==> src/rtl/bus_cmd_master_pkg.sv <==
// Shared definitions for the byte-stream bus command master.
package bus_cmd_defs;

    // Frame opcodes
    localparam logic [7:0] OP_WR = 8'h01;
    localparam logic [7:0] OP_RD = 8'h02;

    // Default response bytes
    localparam logic [7:0] ACK_BYTE_DEF = 8'hA5;
    localparam logic [7:0] ERR_BYTE_DEF = 8'hEE;

    // Command FSM states
    typedef enum logic [2:0] {
        S_IDLE   = 3'd0,
        S_ADDR   = 3'd1,
        S_WDATA  = 3'd2,
        S_BUS_WR = 3'd3,
        S_BUS_RD = 3'd4,
        S_RESP   = 3'd5
    } bus_state_t;

endpackage

==> src/rtl/bus_cmd_master_byte_shift4.sv <==
// 4-byte little-endian register: assembles bytes in at a 2-bit index,
// or is parallel-loaded and then walked out one byte at a time.
module byte_shift4 (
    input  logic        clk,
    input  logic        rst,
    input  logic        clr,
    input  logic        load,
    input  logic [31:0] load_word,
    input  logic        put,
    input  logic [7:0]  put_byte,
    input  logic        advance,
    output logic [31:0] word,
    output logic        last,
    output logic [7:0]  next_byte
);

    logic [1:0] idx;

    // Word storage and byte index; load beats clear beats put beats advance
    always_ff @(posedge clk) begin
        if (rst) begin
            word <= '0;
            idx  <= '0;
        end else if (load) begin
            word <= load_word;
            idx  <= '0;
        end else if (clr) begin
            idx <= '0;
        end else if (put) begin
            word[{idx, 3'b000} +: 8] <= put_byte;
            idx                      <= idx + 2'd1;
        end else if (advance) begin
            idx <= idx + 2'd1;
        end
    end

    assign last = (idx == 2'd3);

    // Byte that follows the current index, used when serializing
    always_comb begin
        next_byte = word[7:0];
        case (idx)
            2'd0:    next_byte = word[15:8];
            2'd1:    next_byte = word[23:16];
            2'd2:    next_byte = word[31:24];
            default: next_byte = word[7:0];
        endcase
    end

endmodule

==> src/rtl/bus_cmd_master.sv <==
// Byte-stream command initiator: decodes framed read/write commands from an
// rx byte stream, drives the peripheral register bus and returns ack or
// read data bytes on a tx byte stream.
module bus_cmd_master
    import bus_cmd_defs::*;
#(
    parameter int unsigned TIMEOUT_CYCLES = 1000000,
    parameter logic [7:0]  ACK_BYTE       = ACK_BYTE_DEF,
    parameter logic [7:0]  ERR_BYTE       = ERR_BYTE_DEF
) (
    input  logic        clk,
    input  logic        rst,
    input  logic [7:0]  rx_data_i,
    input  logic        rx_valid_i,
    output logic        rx_ready_o,
    output logic [7:0]  tx_data_o,
    output logic        tx_valid_o,
    input  logic        tx_ready_i,
    output logic        we_o,
    output logic [31:0] addr_o,
    output logic [31:0] wdata_o,
    input  logic [31:0] rdata_i,
    output logic        busy_o,
    output logic        err_o
);

    bus_state_t  state;
    logic        is_write;
    logic [31:0] gap;
    logic [2:0]  resp_cnt;

    logic        rx_accept;
    logic        tx_accept;
    logic        addr_last;
    logic        wdata_last;
    logic [7:0]  addr_next_unused;
    logic [7:0]  wdata_next_unused;
    logic [31:0] resp_word_unused;
    logic        resp_last_unused;
    logic [7:0]  resp_next;
    logic        unused_bits;

    assign rx_accept = rx_valid_i && rx_ready_o;
    assign tx_accept = tx_valid_o && tx_ready_i;

    byte_shift4 u_addr (
        .clk       (clk),
        .rst       (rst),
        .clr       (state == S_IDLE && rx_accept),
        .load      (1'b0),
        .load_word ('0),
        .put       (state == S_ADDR && rx_accept),
        .put_byte  (rx_data_i),
        .advance   (1'b0),
        .word      (addr_o),
        .last      (addr_last),
        .next_byte (addr_next_unused)
    );

    byte_shift4 u_wdata (
        .clk       (clk),
        .rst       (rst),
        .clr       (state == S_IDLE && rx_accept),
        .load      (1'b0),
        .load_word ('0),
        .put       (state == S_WDATA && rx_accept),
        .put_byte  (rx_data_i),
        .advance   (1'b0),
        .word      (wdata_o),
        .last      (wdata_last),
        .next_byte (wdata_next_unused)
    );

    byte_shift4 u_resp (
        .clk       (clk),
        .rst       (rst),
        .clr       (1'b0),
        .load      (state == S_BUS_RD),
        .load_word (rdata_i),
        .put       (1'b0),
        .put_byte  ('0),
        .advance   (state == S_RESP && tx_accept),
        .word      (resp_word_unused),
        .last      (resp_last_unused),
        .next_byte (resp_next)
    );

    assign unused_bits = ^{addr_next_unused, wdata_next_unused,
                           resp_word_unused, resp_last_unused};

    // Command FSM with frame timeout; all handshake and status outputs registered
    always_ff @(posedge clk) begin
        if (rst) begin
            state      <= S_IDLE;
            is_write   <= 1'b0;
            gap        <= '0;
            resp_cnt   <= '0;
            rx_ready_o <= 1'b1;
            tx_valid_o <= 1'b0;
            tx_data_o  <= '0;
            we_o       <= 1'b0;
            busy_o     <= 1'b0;
            err_o      <= 1'b0;
        end else begin
            we_o  <= 1'b0;
            err_o <= 1'b0;
            case (state)
                S_IDLE: begin
                    gap <= '0;
                    if (rx_accept) begin
                        busy_o <= 1'b1;
                        if (rx_data_i == OP_WR || rx_data_i == OP_RD) begin
                            state    <= S_ADDR;
                            is_write <= (rx_data_i == OP_WR);
                        end else begin
                            state      <= S_RESP;
                            rx_ready_o <= 1'b0;
                            tx_valid_o <= 1'b1;
                            tx_data_o  <= ERR_BYTE;
                            resp_cnt   <= 3'd1;
                            err_o      <= 1'b1;
                        end
                    end
                end
                S_ADDR, S_WDATA: begin
                    if (rx_accept) begin
                        gap <= '0;
                        if (state == S_ADDR && addr_last) begin
                            if (is_write) begin
                                state <= S_WDATA;
                            end else begin
                                state      <= S_BUS_RD;
                                rx_ready_o <= 1'b0;
                            end
                        end else if (state == S_WDATA && wdata_last) begin
                            state      <= S_BUS_WR;
                            rx_ready_o <= 1'b0;
                            we_o       <= 1'b1;
                        end
                    end else if (gap == TIMEOUT_CYCLES - 1) begin
                        // Abort silently apart from the err pulse
                        state  <= S_IDLE;
                        gap    <= '0;
                        busy_o <= 1'b0;
                        err_o  <= 1'b1;
                    end else begin
                        gap <= gap + 32'd1;
                    end
                end
                S_BUS_WR: begin
                    state      <= S_RESP;
                    tx_valid_o <= 1'b1;
                    tx_data_o  <= ACK_BYTE;
                    resp_cnt   <= 3'd1;
                end
                S_BUS_RD: begin
                    state      <= S_RESP;
                    tx_valid_o <= 1'b1;
                    tx_data_o  <= rdata_i[7:0];
                    resp_cnt   <= 3'd4;
                end
                S_RESP: begin
                    if (tx_accept) begin
                        if (resp_cnt == 3'd1) begin
                            state      <= S_IDLE;
                            tx_valid_o <= 1'b0;
                            rx_ready_o <= 1'b1;
                            busy_o     <= 1'b0;
                        end else begin
                            tx_data_o <= resp_next;
                        end
                        resp_cnt <= resp_cnt - 3'd1;
                    end
                end
                default: begin
                    state      <= S_IDLE;
                    rx_ready_o <= 1'b1;
                    tx_valid_o <= 1'b0;
                    busy_o     <= 1'b0;
                end
            endcase
        end
    end

endmodule

==> config.mk <==
export PLATFORM = sky130hd
export DESIGN_NAME = bus_cmd_master
export DESIGN_NICKNAME = d
export VERILOG_FILES = /design/src/rtl/bus_cmd_master_pkg.sv /design/src/rtl/bus_cmd_master_byte_shift4.sv /design/src/rtl/bus_cmd_master.sv
export SDC_FILE = /design/constraint.sdc
export NUM_CORES = 1
export LEC_CHECK = 0
export BUFFER_PORTS_ARGS = -buffer_cell sky130_fd_sc_hd__buf_4
export CAP_MARGIN = 20
export CORE_MARGIN = 2
export CORE_UTILIZATION = 55
export CTS_BUF_LIST = sky130_fd_sc_hd__clkbuf_8
export DETAILED_ROUTE_END_ITERATION = 10
export PLACE_DENSITY = 0.77
export SLEW_MARGIN = 20
export SYNTH_ARGS = -nofsm -noshare
export SYNTH_HDL_FRONTEND = slang
export SYNTH_HIERARCHICAL = 1
export SYNTH_SLANG_ARGS = --single-unit
==> constraint.sdc <==
create_clock -name clk -period 7.3 [get_ports clk]
set_input_delay 1.46 -clock clk [delete_from_list [all_inputs] [get_ports clk]]
set_output_delay 1.46 -clock clk [all_outputs]
set_load 0.05 [all_outputs]
After elaboration in Yosys (flattened, before gate mapping)
Index checks and enable logic that the tools add are counted.
Storage, ports and cells
  bits in registers: 154
  latch bits: 0
  bits in writable memories: 0
  memory bits (read-only): 0
  bits of input ports: 44
  output and inout port bits: 77
  logic and storage cells: 132
  memories: 0
Operators by class
  $add $sub $neg: 7
  multiply operators: 0
  div/mod/pow operators: 0
  order comparisons: 0
  equal/unequal tests: 25
  shifts and indexed selects: 4
  muxes and demuxes: 49
  bitwise logic cells: 4
  reductions and logical operators: 27
Operators with widths (number)
  bitwise mux 32 bit: 2
  two-way mux 32 bit: 2
  case mux 32 bit (2 select lines): 1
  variable shift 8 x 7 -> 32 bit, first input constant: 2
  indexed part select 8 x 7 -> 32 bit: 2
  two-way mux 3 bit: 12
  adder 32 x 1 -> 32 bit, second input constant: 1
  equality test 32 x 20 -> 1 bit, second input constant: 1
  two-way mux 8 bit: 4
  case mux 8 bit (4 select lines): 1
  case mux 3 bit (4 select lines): 2
  case mux 8 bit (3 select lines): 1
  two-way mux 1 bit: 20
  AND reduction 5 bit: 3
  != test 2 bit, second input constant: 7
  negation 5 -> 7 bit: 2
  case mux 1 bit (4 select lines): 3
  != test 3 bit, second input constant: 3
  equality test 8 x 1 -> 1 bit, second input constant: 1
  equality test 8 x 2 -> 1 bit, second input constant: 1
  logical AND 1 bit: 8
  AND reduction 8 bit: 1
  OR reduction 2 bit: 4
  adder 2 x 1 -> 2 bit, second input constant: 3
  other kinds (20): 29

Longest topological paths before layout
Gate-level depths: netlist (run 1).
  depth in word-level cells: 6
  gate-level depth with buffers: 9
  depth with buffers taken out: 8

By module
The synthesis (run 1) kept the hierarchy.
By module, submodules not included
  byte_shift4 at u_addr ...: times used 2, cells each 216, area each 1913.1 um2, seq. area each 680.7 um2
  bus_cmd_master: times used 1, cells each 349, area each 2894.0 um2, seq. area each 1041.0 um2
  byte_shift4 at u_wdata: times used 1, cells each 236, area each 2083.2 um2, seq. area each 680.7 um2

Worst setup path before layout (run 1)
No wires, ideal clock.
  path type: input to register
  from: input rx_valid_i
  to: register u_wdata.word[15]
  setup time: 88 ps
  arrival: 3655 ps
  data required time: 7212 ps
  setup slack: 3557 ps
  stages on the path: 7
  path buffers: 2
  cell sequence: nand2_1 > nor4_1 > and3b_1 > buf_6 > or2_1 > buf_6 > a311oi_2
On the way
  cells in the longest elaborated chain, start to end: 4
  elaborated cells on any way between the ends: 5
  classes of those cells: 1 x bitwise; 4 x reduce/logical
Ends and longest elaborated chain
  start, declared: line bus_cmd_master.sv:14  | input logic rx_valid_i,
  logical AND 1 bit *: line bus_cmd_master.sv:43  | assign rx_accept = rx_valid_i && rx_ready_o;
  logical AND 1 bit: line bus_cmd_master.sv:63  | .clr (state == S_IDLE && rx_accept),
  inverter 1 bit (no line)
  AND reduction 2 bit (no line) *
  end signal, assigned: line bus_cmd_master_byte_shift4.sv:25  | word <= load_word;
  end signal, assigned by index: line bus_cmd_master_byte_shift4.sv:30  | word[{idx, 3'b000} +: 8] <= put_byte;
  end, declared: line bus_cmd_master_byte_shift4.sv:12  | output logic [31:0] word,
Mark *: on every way between the ends. The rest lies on a longest branch, timed or not.
A chain may end at the register's enable or synchronous reset.

Final worst setup path (run 1)
  from: input rx_valid_i
  to: register u_addr.word[18]
On the way
  cells in the longest elaborated chain, start to end: 4
  elaborated cells on any way between the ends: 5
  classes of those cells: 1 x bitwise; 4 x reduce/logical
Ends and longest elaborated chain
  logical AND 1 bit *: line bus_cmd_master.sv:43
  logical AND 1 bit: line bus_cmd_master.sv:49  | .clr (state == S_IDLE && rx_accept),
  inverter 1 bit (no line)
  AND reduction 2 bit (no line) *
  end signal, assigned: line bus_cmd_master_byte_shift4.sv:25
  end signal, assigned by index: line bus_cmd_master_byte_shift4.sv:30
  end, declared: line bus_cmd_master_byte_shift4.sv:12
Marks and branches as above.

==> reports/summary.txt, run 1 <==
Post-route ant nets - 0
CTS sink cnt - 154
Hold Path Stages - 2
Peak VDD IR - 0.196 mV
Cell count after synthesis - 961
Die Height - 127 um
Initial antenna violation count - 0
CP Max Fanout - 9
Drt pass-1 iters - 8
Design area - 9890 um^2
Area Growth Syn to Fin - 18.4%
Average cell area after synthesis - 8.70 um^2
Post-route clock period utilization - 42.6%
Worst min path class - reg -> reg
All-Layer GR Usage - 25.2%
CP cell instances - buf_4, nand2_1, nor3_1, nor2b_2, a21oi_1, a221oi_1
Worst hold margin - 0.473 ns
Leakage - 3.81 nW
Cts repair resizes - 0
Fin util - 65.8%
Synthesized area - 8360 um^2
Worst rel slew slack - 44.5%
Drt via density - 5.60
Post-route setup TNS - 0 ns
Worst path bufs/invs - 1
Wire length per cell - 15.1 um
Initial Utilization - 55.6%
Worst path depth - 6
Worst setup EP type - register
Root Driver - clkbuf_8
Worst R2R Setup Slack - 4.44 ns
CTS tree - done
Crit path DAT - 3.45 ns
Final GP Congestion - 0.833
First-pass GRT wire length - 33.3 mm
Status - completed
CTS Buffer Depth - 2
WP data required - 7.65 ns
CTS Buf Count - 17
Final net count - 1208
Max Fclk - 322 MHz
# Post-CTS Setup Buffers - 0
Fin crit period - 3.11 ns
Reg2reg path depth - 5
DR iter-0 viols - 535
Total power per unit cell area - 278 nW/um^2
Clk Latency, worst-skew pair - 0.46 ns
Cts hold-fix bufs - 0
# setup viols final - 0
Largest net degree at the start of global routing - 75
Port buffer count - 120
Antenna cells - 0
Hold Fails Final Rpt - 0
Routed via count - 7533
Drt total wl - 20.4 mm
Setup CP Type - in -> reg
Fill cells - 1339
RSZ-0062 raised after global routing - no
Final Max Slew Viols - 0
Slew of the pin with the lowest slew margin - 0.833 ns
Largest delay contributor family on the critical path - simple AND/OR/NAND/NOR gates
Die area - 16200 um^2
Synth Warn # - 6
Overall power - 2.75 mW
Share of cells above drive strength 1 - 15.9%
CP max stage cell - nor3_1
Overall die width - 127 um
Max stage delay on crit path - 0.66 ns
Max Cap Violations - 0
Core ar. - 15000 um^2
H-tree levels - 4
Vias in the first global route - 6819
Dpl cell area - 9480 um^2
Setup crit start kind - input port
Clock slew at the register clock pins of the worst setup and hold paths - 0.08 ns
Global route total overflow - 0
Final clock skew - 0.0113 ns
Dpl hpwl - 13.8 mm
DR DRC count - 0
FP Rows - 45
IO Pins - 121
## stage by stage
stage | setup slack [ns] | instances
after floorplan | 3.56 | 1075
after global placement | 3.79 | 1313
after detailed placement | 3.76 | 1313
after CTS | 4.25 | 1345
after global routing | 3.93 | 1345
final | 4.19 | 1345
## cell usage in the layout (no fill, tap or decap), types with 13 or more instances in the layout
cell type	instances
dfxtp_1	154
buf_4	124
conb_1	115
inv_1	67
nand3_1	64
nor2_1	61
o21ai_0	57
nand2_1	50
nor3_1	46
a221oi_1	43
a21oi_1	30
a311oi_1	24
nand4_1	23
ha_1	20
mux2i_1	19
and2_1	19
clkbuf_8	19
a221o_1	16
nor4_1	15
xor2_1	15
xnor2_1	14
a211oi_1	13
## final cells by class
type	count	area (um^2)	area share, %
clock inverter	13	153	1.54
multi-input combinational	782	4990	50.4
tap	188	235	2.38
sequential	154	3080	31.2
clock buffer	19	262	2.64
timing repair buffer	124	931	9.41
inverter	65	244	2.47
## final timing paths
| path | start | endpoint |
|---|---|---|
| setup reg to reg | state[1] | u_wdata/word[18] |
| hold / removal | u_addr/word[21] | u_addr/word[21] |
| setup / recovery | rx_valid_i | u_addr/word[18] |
| hold reg to reg | u_addr/word[21] | u_addr/word[21] |
## report_power, final
group | leakage (nW) | total (mW) | internal (mW) | switching [mW]
Combinational | 2.34 | 0.990 | 0.355 | 0.635
Sequential | 1.26 | 1.09 | 0.976 | 0.114
Clock | 0.210 | 0.675 | 0.353 | 0.322
## worst min-delay path, delay by kind of cell (launching register included)
kind | cells | cell delay [ns]
flip-flops | 1 | 0.32
buffers and inverters | 1 | 0.05
AO/OA/AOI/OAI | 1 | 0.06
## state kept, by name, indices dropped and copies added, names as in the netlist, 2 cells and up
| name | count |
|---|---|
| u_addr/word | 32 |
| u_wdata/word | 32 |
| u_resp/idx | 2 |
| u_wdata/idx | 2 |
| u_resp/word | 32 |
| state | 3 |
| tx_data_o | 8 |
| resp_cnt | 3 |
| u_addr/idx | 2 |
| gap | 32 |
## routing by layer
layer  track usage, %  share of wire (%)  up-vias
met4             8.21                1.1        0
met3             4.61                4.9       16
met5                0                  0        -
met2             40.6                 48      185
met1             34.2                 46     3516
li1                 -                  -     3816
Power figures use the tool's default switching activity.
==> inputs of run 2 (changes only) <==
--- a/config.mk
+++ b/config.mk
@@ -8,10 +8,10 @@
 export BUFFER_PORTS_ARGS = -buffer_cell sky130_fd_sc_hd__buf_4
 export CAP_MARGIN = 20
 export CORE_MARGIN = 2
-export CORE_UTILIZATION = 55
+export CORE_UTILIZATION = 54
 export CTS_BUF_LIST = sky130_fd_sc_hd__clkbuf_8
 export DETAILED_ROUTE_END_ITERATION = 10
-export PLACE_DENSITY = 0.77
+export PLACE_DENSITY = 0.79
 export SLEW_MARGIN = 20
 export SYNTH_ARGS = -nofsm -noshare
 export SYNTH_HDL_FRONTEND = slang
==> constraint.sdc (replaced) <==
create_clock -name clk -period 2.6 [get_ports clk]
set_input_delay 0.52 -clock clk [delete_from_list [all_inputs] [get_ports clk]]
set_output_delay 0.52 -clock clk [all_outputs]
set_load 0.05 [all_outputs]
==> run 2 against run 1 <==
Compared with the run above:
- flip-flop and latch count unchanged
- cell count grew 1.2%
- worst hold slack got worse by 0.11 ns
- clock skew up 0.0039 ns
- global-route usage hardly changed
- sequential power rose to 2.8 times the previous value
- clock-buffer cell count is 1 lower
- final area increased by 1.1%
- largest cell class unchanged
==> reports/summary.txt, run 2 (synthesized netlist as in run 1, its figures left out) <==
IO Pins - 121 (unchanged)
Dpl cell area - 9610 um^2 (+1.4%)
Post-route setup TNS - 0 ns (unchanged)
Clk Latency, worst-skew pair - 0.47 ns (about the same)
Initial Utilization - 55.2% (-0.41 points)
Final GP Congestion - 0.837 (+0.53%)
Cts hold-fix bufs - 0 (unchanged)
Overall power - 7.78 mW (+180%)
Port buffer count - 120 (unchanged)
Max stage delay on crit path - 0.61 ns (-0.05 ns)
# Post-CTS Setup Buffers - 0 (unchanged)
Sw Share - 39.8% (+0.91 points)
Comb pwr share - 37.8% (+1.9 points)
CTS sink cnt - 154 (unchanged)
Routed via count - 7687 (+2.0%)
Commonest non-fill, non-tap cells in the layout - dfxtp_1 (154), buf_4 (140), conb_1 (115)
Area Growth Syn to Fin - 19.7%
RSZ-0062 raised after global routing - no
CTS Buf Count - 17 (unchanged)
Hold Fails Final Rpt - 0 (unchanged)
Antenna cells - 0 (unchanged)
Max Cap Violations - 0 (unchanged)
Crit path from - rx_ready_o
Clock slew at the register clock pins of the worst setup and hold paths - 0.09 ns (about the same)
First-pass GRT wire length - 33.8 mm (+1.4%)
P_sw - 3.09 mW (+190%)
Design area - 10000 um^2 (+1.1%)
Largest net degree at the start of global routing - 74 (-1.3%)
Die area - 16500 um^2 (+1.8%)
CTS tree - done
Overall die width - 128 um (+0.89%)
Worst rel slew slack - 47.1% (+2.7 points)
Clock share of power - 23.6% (-0.9 points)
Most common cell after layout, fill and taps aside - dfxtp_1
Setup crit start kind - register
P_int - 4.68 mW (+180%)
Register area - 3080 um^2 (unchanged)
Fin crit period - 2.31 ns
Max Fclk - 432 MHz
Vias in the first global route - 6927 (+1.6%)
Final Max Slew Viols - 0 (unchanged)
Drt total wl - 20.8 mm (+2.2%)
Die Height - 128 um (+0.89%)
Drt via density - 5.65 (+0.84%)
Share of cells above drive strength 1 - 17.2% (+1.3 points)
Reg-to-Reg Start - rx_ready_o
Fill cells - 1318 (-1.6%)
Core ar. - 15100 um^2 (+0.75%)
Wire length per cell - 15.3 um (+1.0%)
Final net count - 1224 (+1.3%)
CTS Buffer Depth - 2 (unchanged)
Drt pass-1 iters - 8 (unchanged)
Post-route clock period utilization - 89.0%
FP Rows - 45 (unchanged)
Final clock skew - 0.0152 ns (+0.00389 ns)
Root Driver - clkbuf_8
Seq pwr share - 38.6% (-1.0 points)
Worst setup EP type - register
CP max stage cell - nor4_4
Setup CP Type - reg -> reg
Post-route ant nets - 0 (unchanged)
Grt met3 use - 5.41% (+0.80 points)
Cts repair resizes - 0 (unchanged)
CP cell instances - nand2_1, nor4_4, and3b_1, or2_0, a311oi_2
Status - completed
Peak VDD IR - 0.497 mV (+150%)
Most crowded layer after global routing - met2
WP data required - 2.98 ns (-4.67 ns)
# setup viols final - 0 (unchanged)
H-tree levels - 4 (unchanged)
Dpl hpwl - 14.3 mm (+3.5%)
Initial antenna violation count - 0 (unchanged)
Crit path DAT - 2.70 ns (-0.75 ns)
Met1 usage - 33.6% (-0.63 points)
DR iter-0 viols - 651 (+22%)
DR DRC count - 0 (unchanged)
Hold Crit Start - rdata_i[7]
All-Layer GR Usage - 25.2% (+0.039 points)
Slew of the pin with the lowest slew margin - 0.787 ns (-0.0460 ns)
Worst min path class - in -> reg
Global route total overflow - 0 (unchanged)
Total power per unit cell area - 778 nW/um^2 (+180%)
Leakage - 3.87 nW (+1.6%)
CP Max Fanout - 16 (+7)
GR Layer Usage met2 - 41.2% (+0.63 points)
Multi-input gate area - 4990 um^2 (+0.18%)
## run 2: cell types whose count changed in the layout (fill, tap and decap cells not counted)
cell and change:
buf_4 +16, bufinv_16 -1, clkbuf_8 -1, clkinvlp_4 +2
inv_1 -2, inv_6 +2, nor4_2 -1, nor4_4 +1
## run 2: power by group through the flow
stage | Combinational (mW) | Sequential [mW] | Clock (mW)
after floorplan | 1.80 | 3.47 | 0
after global placement | 2.86 | 3.05 | 0
after detailed placement | 2.89 | 3.06 | 0
after CTS | 2.91 | 3.01 | 1.86
after global routing | 3.20 | 3.05 | 1.96
final | 2.94 | 3.01 | 1.84
## run 2: cell type report
cell class / count / area share, %
Sequential cell: 154 / 30.8
Inverter: 65 / 2.44
Clock buffer: 18 / 2.48
Clock inverter: 14 / 1.48
Multi-Input combinational cell: 782 / 49.9
Timing Repair Buffer: 140 / 10.5
Tap cell: 188 / 2.35
## run 2: path summary, 6_finish.rpt
kind / cells after the start / slack [ns] / endpoint
min reg2reg: 2 / 0.48 / u_resp/word[23]
max reg2reg: 5 / 0.29 / u_wdata/word[23]
min: 3 / 0.36 / u_resp/word[7]
max: 5 / 0.29 / u_wdata/word[23]
## run 2: critical path, delay by kind of cell, from the launching register on
family | cells | cell delay [ns]
AOI/OAI and AO/OA | 1 | 0.31
DFF | 1 | 0.41
and+or+nand+nor | 4 | 1.50
## run 2: through the flow
stage / hold WS [ns] / worst slack [ns] / utilization [%] / std cells
global route: 0.358 / 0.0920 / 66.0 / 1361
floorplan: 0.446 / 0.141 / - / 1075
global placement: 0.456 / 0.195 / 63.4 / 1329
detailed placement: 0.459 / 0.126 / 63.4 / 1329
finish: 0.363 / 0.286 / 66.0 / 1361
CTS: 0.343 / 0.294 / 66.0 / 1361
## run 2: metal layers
layer | share of wire [%] | wire length (um)
met5 | 0 | 0
met1 | 46 | 9540
met2 | 48 | 10100
met4 | 1.1 | 232
met3 | 4.6 | 967
==> inputs of run 3 (changes only) <==
--- a/config.mk
+++ b/config.mk
@@ -12,6 +12,7 @@
 export CTS_BUF_LIST = sky130_fd_sc_hd__clkbuf_8
 export DETAILED_ROUTE_END_ITERATION = 10
 export PLACE_DENSITY = 0.79
+export RECOVER_POWER = 50
 export SLEW_MARGIN = 20
 export SYNTH_ARGS = -nofsm -noshare
 export SYNTH_HDL_FRONTEND = slang
==> run 3 against run 2 <==
Compared with the run above:
- cell count is the same
- worst hold slack better by 0.0044 ns
- clock-buffer cell count did not move
- first-iteration DRC count fell by 0.92%
- global-route usage unchanged
- sequential power is essentially flat
- combinational power down 5%
- critical path depth is 2 higher
- sequential share of layout area is 1.0 points higher
==> reports/summary.txt, run 3 (synthesized netlist as in run 1, its figures left out) <==
CP Max Fanout - 9 (-7)
Design area - 9680 um^2 (-3.3%)
DR DRC count - 0 (unchanged)
Core ar. - 15100 um^2 (unchanged)
All-Layer GR Usage - 25.2% (unchanged)
Multi-input gate area - 4980 um^2 (-0.30%)
Worst R2R Setup Slack - 0.24 ns (-0.04 ns)
IO Pins - 121 (unchanged)
Antenna cells - 0 (unchanged)
# Post-CTS Setup Buffers - 0 (unchanged)
Worst min path class - in -> reg
Hold Crit Start - rdata_i[7]
Worst hold margin - 0.367 ns (+0.00440 ns)
Pre-CTS WS - 0.126 ns (unchanged)
Drt via density - 5.65 (about the same)
CTS Buffer Depth - 2 (unchanged)
Share of cells above drive strength 1 - 9.97% (-7.2 points)
CP max stage cell - or2_0
Reg-to-Reg Start - rx_ready_o
Port buffer count - 120 (unchanged)
CTS Buf Count - 17 (unchanged)
Initial antenna violation count - 0 (unchanged)
Overall die width - 128 um (unchanged)
Max Fclk - 424 MHz (-1.9%)
Final clock skew - 0.0137 ns (-0.00149 ns)
Max Cap Violations - 0 (unchanged)
Die Height - 128 um (unchanged)
Total power per unit cell area - 789 nW/um^2 (+1.4%)
# setup viols final - 0 (unchanged)
Global route total overflow - 0 (unchanged)
Max stage delay on crit path - 0.45 ns (-0.16 ns)
Clock slew at the register clock pins of the worst setup and hold paths - 0.09 ns (about the same)
First-pass GRT wire length - 33.8 mm (unchanged)
Largest net degree at the start of global routing - 74 (unchanged)
Leakage - 3.51 nW (-9.3%)
Setup crit start kind - register
CTS sink cnt - 154 (unchanged)
Largest delay contributor family on the critical path - simple AND/OR/NAND/NOR gates
Drt total wl - 20.8 mm (about the same)
FP Rows - 45 (unchanged)
Slew of the pin with the lowest slew margin - 0.775 ns (-0.0117 ns)
RSZ-0062 raised after global routing - no
Initial Utilization - 55.2% (unchanged)
Drt pass-1 iters - 6 (-2)
CTS tree - done
Final net count - 1224 (unchanged)
Area Growth Syn to Fin - 15.8%
Cts repair resizes - 0 (unchanged)
WP data required - 2.91 ns (-0.07 ns)
Crit path DAT - 2.67 ns (-0.03 ns)
DR iter-0 viols - 645 (-0.92%)
Post-route setup TNS - 0 ns (unchanged)
Crit path from - rx_ready_o
Routed via count - 7694 (+0.091%)
Fin crit period - 2.36 ns (+0.0449 ns)
H-tree levels - 4 (unchanged)
Peak VDD IR - 0.495 mV (-0.43%)
CP cell instances - nand2_1, clkbuf_1, nor4_1, clkbuf_1, and3b_1, or2_0, a311oi_1
Fill cells - 1397 (+6.0%)
Root Driver - clkbuf_8
Worst setup EP type - register
Vias in the first global route - 6927 (unchanged)
Worst rel slew slack - 47.9% (+0.79 points)
Final Max Slew Viols - 0 (unchanged)
Clk Latency, worst-skew pair - 0.47 ns (about the same)
Hold Fails Final Rpt - 0 (unchanged)
Cts hold-fix bufs - 0 (unchanged)
Status - completed
Post-route ant nets - 0 (unchanged)
Register area - 3080 um^2 (unchanged)
Worst path most repeated cell - clkbuf_1
Die area - 16500 um^2 (unchanged)
Dpl cell area - 9610 um^2 (unchanged)
Most common cell after layout, fill and taps aside - dfxtp_1
Post-route clock period utilization - 90.7% (+1.7 points)
Worst path bufs/invs - 2 (+2)
Commonest non-fill, non-tap cells in the layout - dfxtp_1 (154), conb_1 (115), clkbuf_1 (83)
Dpl hpwl - 14.3 mm (unchanged)
Final GP Congestion - 0.837 (unchanged)
Setup CP Type - reg -> reg
Overall power - 7.63 mW (-1.9%)
Final worst slack - 0.241 ns (-0.0449 ns)
Wire length per cell - 15.3 um (about the same)
run 3: routing by layer:
layer	routed length, um	global-route usage (%)	vias to the layer above
li1	-	-	3852
met1	9460	33.6	3605
met2	9980	41.2	209
met3	1070	5.41	28
met4	296	7.63	0
met5	0	0	-
run 3: per-stage QoR:
| step | util (%) | instances |
|---|---|---|
| floorplan | - | 1075 |
| global placement | 63.4 | 1329 |
| detailed placement | 63.4 | 1329 |
| CTS | 66.0 | 1361 |
| global route | 63.9 | 1361 |
| finish | 63.9 | 1361 |
run 3: path summary, 6_finish.rpt:
check                           depth (start not counted)          endpoint
worst min-delay path                                    3    u_resp/word[7]
worst max register to register                          7  u_wdata/word[19]
worst max-delay path                                    7  u_wdata/word[19]
worst min register to register                          2   u_addr/word[22]
run 3: layout make-up:
type                    instances  area share (%)
flip-flops and latches        154            31.9
repair buffers                140            7.64
clock buffers                  18            2.56
clock inverters                14            1.53
multi-input cells             782            51.5
inverters                      65            2.52
well taps                     188            2.43
run 3: power by group:
group | switching [mW] | leakage (nW) | internal, mW
sequential | 0.261 | 1.26 | 2.74
combinational | 1.88 | 2.06 | 0.923
clock | 0.953 | 0.187 | 0.879
run 3: worst min-delay path, delay by kind of cell:
family,cells,cell delay (ns)
and+or+nand+nor,1,0.11
buffers and inverters,1,0.08
AOI/OAI and AO/OA,1,0.09
